File: src/rtl/cp0_exc_ctrl.sv
// ============================================================================
// cp0_exc_ctrl
//
// Coprocessor-0 exception/interrupt controller for a 5-stage MIPS-style
// pipeline. It holds the three architecturally visible CP0 registers:
//   SR    (12) : IM[15:10], EXL[1], IE[0]
//   Cause (13) : BD[31], IP[15:10], ExcCode[6:2]   (not writable by mtc0)
//   EPC   (14) : 32-bit exception return address
//
// It also decides, in the same cycle, whether the M-stage instruction must be
// flushed and the pipeline redirected to the handler.
//
// Ports
//   clk        in   1   clock; all state updates on the rising edge
//   reset      in   1   synchronous, active-high reset
//   en         in   1   mtc0 write strobe (M stage)
//   CP0Add     in   5   register index for mfc0/mtc0
//   CP0In      in  32   mtc0 write data
//   VPC        in  32   PC of the M-stage instruction
//   BDIn       in   1   M-stage instruction sits in a branch delay slot
//   ExcCodeIn  in   5   M-stage exception code, 0 = none
//   HWInt      in   6   level-sensitive external interrupt lines
//   EXLClr     in   1   eret in M stage
//   CP0Out     out 32   combinational read of CP0Add
//   EPCOut     out 32   current EPC (eret target)
//   Req        out  1   take exception/interrupt: flush and redirect
//   ReqPC      out 32   handler entry address
// ============================================================================
module cp0_exc_ctrl #(
   parameter logic [31:0] HANDLER_PC = 32'h0000_4180
) (
   input  logic        clk,
   input  logic        reset,
   input  logic        en,
   input  logic [4:0]  CP0Add,
   input  logic [31:0] CP0In,
   input  logic [31:0] VPC,
   input  logic        BDIn,
   input  logic [4:0]  ExcCodeIn,
   input  logic [5:0]  HWInt,
   input  logic        EXLClr,
   output logic [31:0] CP0Out,
   output logic [31:0] EPCOut,
   output logic        Req,
   output logic [31:0] ReqPC
);

   localparam logic [4:0] ADDR_SR    = 5'd12;
   localparam logic [4:0] ADDR_CAUSE = 5'd13;
   localparam logic [4:0] ADDR_EPC   = 5'd14;

   // ------------------------------------------------------------------------
   // Architectural state
   // ------------------------------------------------------------------------
   logic [5:0]  im_q,      im_d;
   logic        exl_q,     exl_d;
   logic        ie_q,      ie_d;
   logic        bd_q,      bd_d;
   logic [5:0]  ip_q,      ip_d;
   logic [4:0]  exccode_q, exccode_d;
   logic [31:0] epc_q,     epc_d;

   logic        int_req_s;
   logic        exc_req_s;
   logic        req_s;
   logic [31:0] sr_s;
   logic [31:0] cause_s;

   // Only IM/EXL/IE are taken from mtc0 data; the rest of the word is dropped.
   logic        cp0in_unused_s;
   assign cp0in_unused_s = ^{CP0In[31:16], CP0In[9:2]};

   // ------------------------------------------------------------------------
   // Request decision. EXL masks both sources, so a handler is never
   // re-entered. The request is also held low while reset is asserted so
   // the pipeline is not redirected by stale M-stage inputs.
   // ------------------------------------------------------------------------
   assign int_req_s = (|(HWInt & im_q)) & ie_q & ~exl_q;
   assign exc_req_s = (ExcCodeIn != 5'd0) & ~exl_q;
   assign req_s     = (int_req_s | exc_req_s) & ~reset;

   assign Req   = req_s;
   assign ReqPC = HANDLER_PC;

   // ------------------------------------------------------------------------
   // Register images as seen by mfc0
   // ------------------------------------------------------------------------
   assign sr_s    = {16'd0, im_q, 8'd0, exl_q, ie_q};
   assign cause_s = {bd_q, 15'd0, ip_q, 3'd0, exccode_q, 2'd0};

   // Read mux: pre-edge register values, no bypass of a same-cycle write.
   always_comb begin
      CP0Out = 32'd0;
      case (CP0Add)
         ADDR_SR:    CP0Out = sr_s;
         ADDR_CAUSE: CP0Out = cause_s;
         ADDR_EPC:   CP0Out = epc_q;
         default:    CP0Out = 32'd0;
      endcase
   end

   assign EPCOut = epc_q;

   // Next-state logic for all CP0 state.
   always_comb begin
      im_d      = im_q;
      exl_d     = exl_q;
      ie_d      = ie_q;
      bd_d      = bd_q;
      exccode_d = exccode_q;
      epc_d     = epc_q;
      // Pending lines are sampled every cycle, independent of everything else.
      ip_d      = HWInt;

      if (req_s) begin
         // Taking the exception: the M-stage instruction is flushed, so any
         // mtc0 or eret it carries has no effect.
         exl_d     = 1'b1;
         bd_d      = BDIn;
         // An interrupt takes precedence and is recorded as code 0.
         exccode_d = int_req_s ? 5'd0 : ExcCodeIn;
         // A delay-slot victim resumes at its branch; wraps modulo 2^32.
         epc_d     = BDIn ? (VPC - 32'd4) : VPC;
      end else begin
         if (en) begin
            case (CP0Add)
               ADDR_SR: begin
                  im_d  = CP0In[15:10];
                  exl_d = CP0In[1];
                  ie_d  = CP0In[0];
               end
               ADDR_EPC: begin
                  epc_d = CP0In;
               end
               default: begin
                  epc_d = epc_q;
               end
            endcase
         end else begin
            epc_d = epc_q;
         end
         // eret clears EXL even if an mtc0 to SR in the same cycle set it.
         if (EXLClr) begin
            exl_d = 1'b0;
         end else begin
            exl_d = exl_d;
         end
      end
   end

   // State register with synchronous reset taking priority over all updates.
   always_ff @(posedge clk) begin
      if (reset) begin
         im_q      <= 6'd0;
         exl_q     <= 1'b0;
         ie_q      <= 1'b0;
         bd_q      <= 1'b0;
         ip_q      <= 6'd0;
         exccode_q <= 5'd0;
         epc_q     <= 32'd0;
      end else begin
         im_q      <= im_d;
         exl_q     <= exl_d;
         ie_q      <= ie_d;
         bd_q      <= bd_d;
         ip_q      <= ip_d;
         exccode_q <= exccode_d;
         epc_q     <= epc_d;
      end
   end

endmodule

File: config.mk
export PLATFORM = sky130hd
export DESIGN_NAME = cp0_exc_ctrl
export DESIGN_NICKNAME = d
export VERILOG_FILES = /design/src/rtl/cp0_exc_ctrl.sv
export SDC_FILE = /design/constraint.sdc
export NUM_CORES = 1
export LEC_CHECK = 0
export CORE_ASPECT_RATIO = 2
export CORE_MARGIN = 8
export CORE_UTILIZATION = 25
export CTS_CLUSTER_DIAMETER = 40
export DETAILED_ROUTE_END_ITERATION = 10
export GPL_TIMING_DRIVEN = 0
export PLACE_DENSITY = 0.6
export SYNTH_ARGS = -nofsm -noshare
export SYNTH_HDL_FRONTEND = slang
export SYNTH_SLANG_ARGS = --single-unit
File: constraint.sdc
create_clock -name clk -period 2.92 [get_ports clk]
set_clock_uncertainty 0.05 [all_clocks]
set_input_delay 0.584 -clock clk [delete_from_list [all_inputs] [get_ports clk]]
set_output_delay 0.584 -clock clk [all_outputs]
set_load 0.03 [all_outputs]
==> summary.md <==
| Metric | Value |
|---|---|
| PD cells | 364 nW/µm² |
| First-pass DRT Iterations | 4 |
| Worst path cell trace | clkdlybuf4s50_1, clkbuf_8, nor2b_4, buf_4, and3_1, clkdlybuf4s15_2 |
| Share of total power in the clock network | 28.8% |
| DR vias | between 4000 and 5000 |
| Post-Syn Area per Cell | 8.14 µm² |
| Vias/cell | 5.00 |
| Vias in the first global route | between 4000 and 5000 |
| Logic pwr share | roughly 32% |
| Critical path type | in2out |
| GRT Residual Overflow | 0 |
| Core ar. | 14200 µm² |
| Fin Setup TNS | 0 ns |
| Critical path's slowest cell | clkdlybuf4s50_1 |
| Period minus WS final | between 2 and 3 ns |
| Critical path's largest stage delay | just over 0.5 ns |
| Slew Limit Fails | 0 |
| Syn-to-layout area delta | 58.4% |
| Hold Vio Cnt, Final | 0 |
| RSZ-0062 raised after global routing | false |
| Ys flop type | dfxtp_1 |
| Final setup fails | 0 |
| Int Pwr | around 1400 µW |
| Largest net degree at the start of global routing | 17 |
| EDFF count, synth | 0 |
| Final wirelength | 15.1 mm |
| Skew-Pair Late Insertion Delay | 0.30 ns |
| Cells after Synth | around 440 |
| #FFs+latches synth | 52 |
| Die Wd | 101 µm |
| DP Wirelength | ~12 mm |
| YS warnings | 0 |
| Die H | about 190 µm |
| Root buf cell | clkbuf_16 |
| I/O Buffers | ~150 |
| Drt drc | 0 |
| Delay-heaviest family, CP | buffers and inverters |
| Status | finished, final reports clean |
| Worst Path Arrival | 2.21 ns |
| Share of layout cells above drive strength 1 | 16.5% |
| H-tree Lvls | 2 |
| Fmax | roughly 350 MHz |
| Layout Utilization | 40.1% |
| Worst setup margin | 0.0745 ns |
| Ys async rst share | 0% |
| Net Sw Power | about 690 µW |
| Tot GR Track Use | between 10% and 20% |
| Iter 0 DRT Violations | roughly 200 |
| Worst slack, placed | -1.38 ns |
| Antenna-violating nets left | 0 |
| Hold_buf cts | 0 |
| Final net count | 715 |
| Die footprint | ~19000 µm² |
| Num CTS Buffers | 5 |
| VDD IR-drop max | approximately 0.00025 V |
| CP Capture Type | output pin |
| CP required | around 2.3 ns |
| Crit path buffers/inverters | 4 |
| Initial antenna violation count | 0 |
| Slew @ Worst Pin | 0.751 ns |
| Part of the power in registers | 39.2% |
| Clock-pin slew on the worst setup and hold paths | around 0.07 ns |
| Ant diodes | 0 |
| CTS Buffer Depth | 2 |
| Initial core utilization | approximately 25% |
| Slew headroom | approximately half |
| CTS tree | yes |
| Worst min path class | reg2reg |
| Routed len/inst | ~18 µm |
| Number of I/O pins | ~180 |
| Pwr Total | roughly 2100 µW |
| RD Place Congestion | 0.924 |
| Critical path peak fanout | 10 |
| Final period utilization | between 90% and 100% |
| Global-route wire length before repair | ~23 mm |
| Library cells used by synthesis | 47 |
| Startpoint types | input pin |
| Row cnt | slightly above 60 |
| Max Cap Violations | 0 |
| Register area share after synthesis | between 20% and 30% |
| Sw frac | 33.3% |
| Leakage power | 0.00222 µW |
| CTS sink cnt | between 50 and 60 |
| Mapped Area | between 3000 and 4000 µm² |
flip-flops by register name, indices dropped and copies added, names as in the netlist:
name,flops
EPCOut,32
im_q,6
ip_q,6
exccode_q,5
bd_q,1
exl_q,1
ie_q,1
worst register-to-register path, delay by kind of cell (launching register included):
family                 cells  cell delay [ns]
AO/OA/AOI/OAI              4             1.30
flip-flops                 1             0.33
buffers and inverters      1             0.29
routing by layer:
layer | global-route usage, % | wire, µm | part of all wire, %
met1 | 18.9 | 6460 | 43
met2 | 24.8 | 6920 | 46
met3 | 5.40 | 1440 | 9.6
met4 | 4.63 | 235 | 1.6
met5 | 0 | 0 | 0
per-stage QoR:
| step | area, µm² | cells | hold slack (ns) |
|---|---|---|---|
| 6_report | 5700 | 822 | 0.422 |
| 5_1_grt | 5700 | 822 | 0.446 |
| 4_1_cts | 5720 | 821 | 0.423 |
| 3_5_place_dp | 5430 | 812 | 0.413 |
| 3_3_place_gp | 5430 | 812 | 0.407 |
| 2_1_floorplan | 3710 | 472 | 0.394 |
Yosys cell counts (10+ instances only):
master      n  area share, %
nand2b_1   17            3.0
a311oi_1   20            4.9
nor2_1     29            3.0
a211oi_1   12            2.5
or3_1      10            1.7
buf_4      32            6.7
o31ai_1    11            2.3
nand3_1    17            2.4
mux2i_1    16            4.5
dfxtp_1    52             29
clkbuf_1   39            4.1
a2111oi_0  28            6.8
and3_1     46            8.0
or4_1      11            2.3
a21oi_1    15            2.1
placed cells by master, fill, tap and decap left out, types with 6 or more instances in the layout:
cell | Yosys | routed
nor2b_1 | 8 | 7
conb_1 | 2 | 32
nor2_1 | 29 | 27
or3_1 | 10 | 10
a211oi_1 | 12 | 12
clkdlybuf4s15_2 | 0 | 19
nand3_1 | 17 | 17
buf_4 | 32 | 39
a311oi_1 | 20 | 18
dfxtp_1 | 52 | 52
xor2_1 | 6 | 6
o31ai_1 | 11 | 11
a22oi_1 | 9 | 9
buf_2 | 0 | 11
mux2i_1 | 16 | 16
clkdlybuf4s50_1 | 0 | 115
a21oi_1 | 15 | 15
nand2b_1 | 17 | 17
clkbuf_1 | 39 | 28
and3_1 | 46 | 46
or4_1 | 11 | 9
a2111oi_0 | 28 | 28
o21ai_0 | 6 | 6
worst paths after layout:
check	slack (ns)	to	from	depth (start not counted)
worst min-delay path	0.42	exccode_q[0]	exccode_q[0]	2
worst max-delay path	0.07	CP0Out[9]	CP0Add[1]	6
worst max register to register	0.82	EPCOut[15]	im_q[3]	5
worst min register to register	0.42	exccode_q[0]	exccode_q[0]	2
repair_timing:
action | CTS | global route
buffers inserted | 4 | 1
pin swaps | 3 | 1
hold endpoints to repair | 0 | 0
resized for setup | 126 | 32
setup endpoints to repair | 37 | 38
cell type report:
cell class              instances  area [µm²]
fillers                      1492        8500
multi-input cells             344        2340
repair buffers                153        1490
flip-flops and latches         52        1040
plain buffers                  68         425
well taps                     192         240
clock buffers                   6         129
inverters                       5        18.8
clock inverters                 2        13.8
cell families after synthesis:
group | after synthesis | share of synthesized area, %
simple gates | 172 | 28.1
compound gates | 112 | 24.0
buf+inv | 76 | 11.3
flops | 52 | 28.9
mux | 16 | 4.45
xor+xnor | 11 | 2.68
other cells | 2 | 0.209
fa+ha+maj | 1 | 0.348
power by group through the flow:
stage / Sequential (µW) / Clock (µW) / Combinational, µW
after detailed placement: 828 / 0 / 645
after global routing: 819 / 633 / 709
after floorplan: 891 / 0 / 273
after global placement: 827 / 0 / 644
after CTS: 812 / 612 / 660
final: 813 / 597 / 665
Power figures use the tool's default switching activity.
